`config.mk`:
```
export PLATFORM = sky130hd
export DESIGN_NAME = alu_4bit_arbiter
export DESIGN_NICKNAME = d
export VERILOG_FILES = /design/src/rtl/alu_4bit_arbiter.sv
export SDC_FILE = /design/constraint.sdc
export NUM_CORES = 1
export LEC_CHECK = 0
export ABC_AREA = 1
export BUFFER_PORTS_ARGS = -buffer_cell sky130_fd_sc_hd__clkbuf_2
export CORE_UTILIZATION = 45
export CTS_CLUSTER_DIAMETER = 150
export DETAILED_ROUTE_END_ITERATION = 10
export HOLD_SLACK_MARGIN = 0.03
export MAX_ROUTING_LAYER = met4
export PLACE_DENSITY = 0.78
export RECOVER_POWER = 100
export SYNTH_ARGS = -nofsm -noshare
export SYNTH_HDL_FRONTEND = slang
export SYNTH_SLANG_ARGS = --single-unit
export TNS_END_PERCENT = 10
```
`constraint.sdc`:
```
create_clock -name clk -period 1.5 [get_ports clk]
set_clock_uncertainty 0.1 [all_clocks]
set_input_delay 0.3 -clock clk [delete_from_list [all_inputs] [get_ports clk]]
set_output_delay 0.3 -clock clk [all_outputs]
set_load 0.05 [all_outputs]
```
`src/rtl/alu_4bit_arbiter.sv`:
```
// alu_4bit_arbiter: lets two requesters share one external alu_4bit.
// A request is accepted in IDLE. Its operands are then held on the ALU for
// SETTLE_CYCLES cycles, and the sampled result and flags go back to the granted
// requester.
//
// Handshake rule, used on every req/resp channel: a transfer happens on the
// rising clk edge where valid && ready are both high. The source keeps valid
// and its payload stable until that edge. The sink may change ready at any
// time. Dropping valid before the transfer cancels the request.
module alu_4bit_arbiter #(
    parameter int SETTLE_CYCLES  = 1,
    parameter bit FIXED_PRIORITY = 1'b0
) (
    input  logic       clk,
    input  logic       rst_n,

    input  logic       r0_req_valid,
    output logic       r0_req_ready,
    input  logic [3:0] r0_req_a,
    input  logic [3:0] r0_req_b,
    input  logic [1:0] r0_req_op,
    output logic       r0_resp_valid,
    input  logic       r0_resp_ready,
    output logic [3:0] r0_resp_result,
    output logic       r0_resp_zero,
    output logic       r0_resp_carry,

    input  logic       r1_req_valid,
    output logic       r1_req_ready,
    input  logic [3:0] r1_req_a,
    input  logic [3:0] r1_req_b,
    input  logic [1:0] r1_req_op,
    output logic       r1_resp_valid,
    input  logic       r1_resp_ready,
    output logic [3:0] r1_resp_result,
    output logic       r1_resp_zero,
    output logic       r1_resp_carry,

    output logic [3:0] alu_a,
    output logic [3:0] alu_b,
    output logic [1:0] alu_op,
    input  logic [3:0] alu_result,
    input  logic       alu_zero,
    input  logic       alu_carry,

    output logic       busy
);

    typedef enum logic [1:0] {
        IDLE = 2'd0,
        EXEC = 2'd1,
        RESP = 2'd2
    } state_t;

    // The counter is loaded with SETTLE_CYCLES-1, so a value of 0 means this
    // is the last EXEC cycle.
    localparam logic [3:0] CNT_LOAD = 4'(SETTLE_CYCLES - 1);

    state_t     state;
    state_t     state_nxt;
    logic [3:0] cnt;
    logic       grant;
    logic       grant_id;
    logic       last_grant;
    logic       accept;
    logic       settle_done;
    logic       resp_fire;
    logic [3:0] opnd_a;
    logic [3:0] opnd_b;
    logic [1:0] opnd_op;
    logic [3:0] res_q;
    logic       zero_q;
    logic       carry_q;

    // Combinational grant. When both requesters are valid, the winner is r0
    // under fixed priority, otherwise whichever requester was not served last.
    always_comb begin
        grant = 1'b0;
        if (r0_req_valid && r1_req_valid) begin
            grant = FIXED_PRIORITY ? 1'b0 : ~last_grant;
        end else if (r1_req_valid) begin
            grant = 1'b1;
        end
    end

    assign accept       = (state == IDLE) && (r0_req_valid || r1_req_valid);
    assign r0_req_ready = accept && !grant;
    assign r1_req_ready = accept &&  grant;

    assign settle_done  = (state == EXEC) && (cnt == 4'd0);

    // A ready from the requester that does not own the response is ignored.
    assign resp_fire    = (state == RESP) &&
                          (grant_id ? r1_resp_ready : r0_resp_ready);

    // State register.
    always_ff @(posedge clk or negedge rst_n) begin
        if (!rst_n) begin
            state <= IDLE;
        end else begin
            state <= state_nxt;
        end
    end

    // Next-state logic.
    always_comb begin
        state_nxt = state;
        case (state)
            IDLE: if (accept)      state_nxt = EXEC;
            EXEC: if (settle_done) state_nxt = RESP;
            RESP: if (resp_fire)   state_nxt = IDLE;
            default:               state_nxt = IDLE;
        endcase
    end

    // Datapath. Operands are latched on accept, the counter runs during EXEC,
    // and the ALU outputs are captured on the last EXEC cycle.
    always_ff @(posedge clk or negedge rst_n) begin
        if (!rst_n) begin
            opnd_a     <= 4'd0;
            opnd_b     <= 4'd0;
            opnd_op    <= 2'd0;
            grant_id   <= 1'b0;
            last_grant <= 1'b1;
            cnt        <= 4'd0;
            res_q      <= 4'd0;
            zero_q     <= 1'b0;
            carry_q    <= 1'b0;
        end else begin
            if (accept) begin
                opnd_a     <= grant ? r1_req_a  : r0_req_a;
                opnd_b     <= grant ? r1_req_b  : r0_req_b;
                opnd_op    <= grant ? r1_req_op : r0_req_op;
                grant_id   <= grant;
                last_grant <= grant;
                cnt        <= CNT_LOAD;
            end else if ((state == EXEC) && (cnt != 4'd0)) begin
                cnt <= cnt - 4'd1;
            end
            if (settle_done) begin
                res_q   <= alu_result;
                zero_q  <= alu_zero;
                carry_q <= alu_carry;
            end
        end
    end

    // The ALU is driven only from the operand registers. It therefore keeps
    // its last operands in IDLE and never sees a request before acceptance.
    assign alu_a  = opnd_a;
    assign alu_b  = opnd_b;
    assign alu_op = opnd_op;

    assign r0_resp_valid  = (state == RESP) && !grant_id;
    assign r1_resp_valid  = (state == RESP) &&  grant_id;
    assign r0_resp_result = res_q;
    assign r0_resp_zero   = zero_q;
    assign r0_resp_carry  = carry_q;
    assign r1_resp_result = res_q;
    assign r1_resp_zero   = zero_q;
    assign r1_resp_carry  = carry_q;

    assign busy = (state != IDLE);

endmodule

```
==> flow_summary.yaml, run 1 <==
status:
  status: "finished with violations"
  failed_checks: "negative setup slack"
timing:
  drv_slew: 0
  worst_slack_ns: -0.2225
  fin_tns_setup_ns: -0.7599
  post-route-period-util_pct: 114.8
  max_slew_margin_pct: 61.34
  finalHoldViolCount: 0
  rsz0062_at_grt: "true"
  worst_pin_slew_ns: 0.5799
  fin_crit_ns: 1.722
  setup_viol: 5
  fmax_mhz: 580.6
detailed_routing:
  firstDrtPassIters: 4
  viasPerCell: 4.693
  wl_um: 2578
  wl_per_cell_um: 11.16
  vias: 1084
  drcViolationCount: 0
  drtIter0Drc: 16
  postRouteAntennaNets: 0
setup_path:
  path_max_fanout: 2
  critPathKind: "flip-flop to primary output"
  start_kind: "flip-flop"
  cp-end-kind: "primary output"
  rr_worst_depth: 7
  cp_data_arrival_time_ns: 1.32
  critPathRequiredTime_ns: 1.10
hold_path:
  worstHoldPathCells: 3
  hold_path.class: "input port to flip-flop"
synth:
  yosys-top-cells-area: "dfrtp_1 47%, nand2_1 16%, nand3_1 5.7%"
  synth_edf_count: 0
  syn_inst: 143
  netlist_area_um2: 1236
  synth_seq_area_share_pct: 48.68
  syn_avg_cell_area_um2: 8.645
  synth_nets: 177
  async_flop_share_pct: 100.0
  synth.top_cell.area_share_pct: 46.56
  synth_most_common_cell: "nand2_1"
  synth.ff_latch_count: 24
  yosysTopAreaCell: "dfrtp_1"
  ys_warn_count: 0
  ys_types: 21
  synth-main-ff-cell: "dfrtp_1"
  ys_top_cells_by_count: "52 x nand2_1, 23 x dfrtp_1, 14 x inv_1, 14 x nand3_1"
global_routing:
  grt_pass1_wl_um: 4140
  grt_overflow: 0
  grt_start_max_net_pins: 25
  antenna_found_initial: 0
  grt_usage_pct: 21.22
  grt_pass1_vias: 985
floorplanning:
  core_area_um2: 2545
  die_area_um2: 2960
  chipWidth_um: 54.41
  initial_core_util_pct: 48.57
  dieHeight_um: 54.41
  rows: 18
  io_pins: 59
layout:
  area_delta_synth_final_pct: 30.36
  diodes: 0
  num-nets-final: 236
  layout-drive-gt1-share_pct: 42.79
  stdcell_area_um2: 1612
pwr:
  p_per_area_nw_per_um2: 2705
  vdd_drop_max_v: 0.002128
  p_leak_nw: 0.9146
clock_network:
  root_buffer: "clkbuf_4"
  htreeDepth: 1
  ctsLongestPathBuffers: 2
  cts_buffers: 3
  cts_tree: "done"
  clock_sinks: 24
  clk_pin_slew_ns: 0.13
  clk_latency_ns: 0.31
placed_design:
  place.gp.congestion: 0.7479
  preCtsSetupSlack_ns: 0.02835
  place_area_um2: 1511
  portBuffers: 58
  dp_hpwl_um: 2007
run:
  cap_violations: 0
## state kept, by name, summed over array words and instances, names as in the netlist
name            flops
last_grant          1
alu_b               4
r0_resp_zero        1
r0_resp_carry       1
r0_resp_result      4
grant_id            1
alu_op              2
state               2
alu_a               4
cnt                 4
## power by group
group,internal (mW),switching (mW)
Combinational,0.714,2.01
Sequential,0.965,0.211
Clock,0.270,0.191
Total,1.95,2.41
## area by class of cell
class / count / area (um2)
sequential: 24 / 601.8
clock inverter: 1 / 30.03
inverter: 16 / 60.06
tap: 30 / 37.54
clock buffer: 3 / 22.52
timing repair buffer: 64 / 375.4
fill: 220 / 933.4
multi-input combinational: 93 / 484.2
## worst max-delay path, cell delays in order (launching register included)
cell,delay (ns)
dfstp_2,0.57
nand2_2,0.06
nand2_2,0.08
buf_4,0.12
nor2_4,0.04
buf_8,0.14
## metrics by stage
| stage | instances | total power [mW] | hold WS, ns | utilization (%) |
|---|---|---|---|---|
| after floorplan | 143 | 3.405 | -0.09559 | - |
| after global placement | 226 | 3.784 | 0.2292 | 59.39 |
| after detailed placement | 226 | 3.877 | 0.2320 | 59.39 |
| after CTS | 231 | 4.410 | 0.06785 | 63.42 |
| after global routing | 231 | 4.671 | 0.06561 | 63.32 |
| final | 231 | 4.359 | 0.08639 | 63.32 |
## metal layers
metal  wire (um)  track usage, %
met2        1246           35.98
met4          48           12.82
met1        1124           23.04
met3         159           3.611
met5           0               -
## layout by cell type (no fill, tap or decap), drive strengths merged
cell / netlist / layout
clkbuf: 0 / 60
nand2: 55 / 55
dfrtp: 23 / 23
inv: 16 / 16
nand3: 16 / 16
o21ai: 10 / 10
nor2: 7 / 7
buf: 10 / 6
ha: 2 / 2
a21oi: 1 / 1
xor2: 1 / 1
nand4: 1 / 1
bufinv: 0 / 1
dlygate4sd3: 0 / 1
dfstp: 1 / 1
## logic make-up (layout without fill, tap and decap cells)
logic type / after synthesis / in the layout / synth area share, %
DFF: 24 / 24 / 48.68
xor gates and xnor gates: 1 / 1 / 0.7086
and+or+nand+nor: 79 / 79 / 29.25
AOI/OAI and AO/OA: 11 / 11 / 7.186
buffers and inverters: 26 / 84 / 12.15
adders and majority gates: 2 / 2 / 2.024
## repair_timing
action,in CTS,in global routing
endpoints found under the hold margin,23,0
pin swaps,2,0
setup endpoints to repair,5,12
hold buffers,1,0
resized for setup,10,3
setup buffers,0,0
## worst paths after layout
kind	from	to	slack (ns)
max	last_grant	r1_req_ready	-0.22
min	r0_req_op[0]	alu_op[0]	0.09
max reg2reg	last_grant	alu_b[0]	0.03
min reg2reg	last_grant	last_grant	0.40
max in group asynchronous	rst_n	alu_b[1]	0.52
min in group asynchronous	rst_n	state[0]	0.40
No activity file was read; power rests on OpenSTA's default activity.
==> run 2, diff against run 1 <==
==> constraint.sdc (replaced) <==
create_clock -name clk -period 1.5 [get_ports clk]
set_clock_uncertainty 0.1 [all_clocks]
set_input_delay 0.225 -clock clk [delete_from_list [all_inputs] [get_ports clk]]
set_output_delay 0.225 -clock clk [all_outputs]
set_load 0.05 [all_outputs]
==> flow_summary.yaml, run 2 (synthesized netlist as in run 1, its figures left out) <==
layout:
  layout-drive-gt1-share_pct: 38.39
  fillers: 176
  area_delta_synth_final_pct: 48.18
  layout_commonest_cell: "clkbuf_2"
  num-nets-final: 259
  final_cell_mix: "54 x clkbuf_2, 52 x nand2_1, 23 x dfrtp_1, 23 x dlygate4sd3_1"
  ff_latch_area_um2: 601.8
  multi_input_comb_area_um2: 489.2
  layout.cells.non_filler: 254
  diodes: 0
  stdcell_area_um2: 1832
timing:
  finalHoldViolCount: 0
  fin_tns_setup_ns: -0.2572
  rsz0062_at_grt: "true"
  post-route-period-util_pct: 108.4
  drv_slew: 0
  fmax_mhz: 614.9
  fin_crit_ns: 1.626
  worst_pin_slew_ns: 0.5917
  max_slew_margin_pct: 60.55
  whs_ns: 0.02337
  worst_slack_ns: -0.1263
  setup_viol: 4
floorplanning:
  io_pins: 59
  die_area_um2: 2960
  dieHeight_um: 54.41
  chipWidth_um: 54.41
  rows: 18
  initial_core_util_pct: 48.57
  core_area_um2: 2545
placed_design:
  place.gp.congestion: 0.7728
  portBuffers: 58
  dp_hpwl_um: 1936
  dpl.cell_count: 225
  place_area_um2: 1504
setup_path:
  cp-end-kind: "primary output"
  cp_slowest_stage_delay_ns: 0.56
  cp_slowest_cell: "dfstp_2"
  crit-reg2reg-launch: "last_grant"
  path_delay_family: "flip-flops"
  startpoint: "last_grant"
  start_kind: "flip-flop"
  path_cells: "nand2_2 > nand2_4 > inv_4 > nor2_4 > buf_8"
  critPathKind: "flip-flop to primary output"
  critPathRequiredTime_ns: 1.17
  cp_data_arrival_time_ns: 1.30
  cp_num_buf_inv: 2
  path_max_fanout: 2
global_routing:
  grt_usage_pct: 24.19
  grt_start_max_net_pins: 25
  antenna_found_initial: 0
  grt_pass1_wl_um: 4809
  grt_pass1_vias: 1154
  grt_overflow: 0
clock_network:
  ctsLongestPathBuffers: 2
  root_buffer: "clkbuf_4"
  cts_buffers: 3
  htreeDepth: 1
  cts_tree: "done"
  clock_sinks: 24
  clk_pin_slew_ns: 0.14
  clk_latency_ns: 0.31
hold_path:
  hold_path.class: "input port to flip-flop"
  hp-start: "r1_req_a[1]"
detailed_routing:
  postRouteAntennaNets: 0
  wl_um: 3166
  viasPerCell: 4.882
  vias: 1240
  drtIter0Drc: 30
  drcViolationCount: 0
  firstDrtPassIters: 4
  wl_per_cell_um: 12.46
pwr:
  sw_frac_of_total_pct: 56.94
  power_frac_seq_pct: 27.2
  internal-power_mw: 1.863
  p_comb_share_pct: 65.9
  p_per_area_nw_per_um2: 2361
  power.switching_mw: 2.462
  p_clk_share_pct: 6.9
  vdd_drop_max_v: 0.001773
  p_leak_nw: 1.005
status:
  status: "finished with violations"
  failed_checks: "negative setup slack"
run:
  cap_violations: 0
-- run 2: layer usage --
metal / share of wire (%) / track usage (%)
met1: 42 / 28.32
met5: 0 / -
met4: 1.8 / 11.11
met3: 6.2 / 2.778
met2: 50 / 41.26
-- run 2: final cells by class --
type                       instances  share of cell area (%)
clock buffer                       4                   1.434
timing repair buffer              87                   33.54
sequential                        24                   32.86
inverter                          16                   3.415
multi-input combinational         93                   26.71
tap                               30                   2.049
-- run 2: repair_timing --
| action | 4_1_cts | 5_1_grt |
|---|---|---|
| hold endpoints to repair | 38 | 0 |
| resized for setup | 11 | 7 |
| endpoints found under the setup margin | 5 | 12 |
| hold buffers | 23 | 0 |
| pin swaps | 3 | 4 |
| setup buffers | 0 | 2 |
-- run 2: power groups by stage --
| stage | Combinational (mW) | Sequential [mW] | Clock, mW |
|---|---|---|---|
| after floorplan | 1.50 | 1.91 | 0 |
| after global placement | 2.60 | 1.17 | 0 |
| after detailed placement | 2.67 | 1.19 | 0 |
| after CTS | 2.80 | 1.18 | 0.303 |
| after global routing | 3.06 | 1.22 | 0.324 |
| final | 2.85 | 1.18 | 0.296 |
-- run 2: per-stage QoR --
stage | power (mW) | worst slack [ns] | util, %
floorplan | 3.405 | 0.007002 | -
global placement | 3.768 | 0.1040 | 59.10
detailed placement | 3.859 | 0.08129 | 59.10
CTS | 4.283 | -0.1663 | 70.99
global route | 4.607 | -0.1742 | 71.98
finish | 4.325 | -0.1263 | 71.98
-- run 2: worst paths after layout --
path | slack, ns | end | cells past startpoint
min in group asynchronous | 0.32 | r0_resp_result[2] | 2
max reg2reg | 0.05 | alu_op[1] | 7
max | -0.13 | r0_req_ready | 5
min reg2reg | 0.39 | last_grant | 2
max in group asynchronous | 0.58 | state[1] | 2
min | 0.02 | alu_a[1] | 3
-- run 2: worst min-delay path, stage by stage --
cell and delay (ns):
clkbuf_2 0.08, nand2_1 0.04, nand3_1 0.07
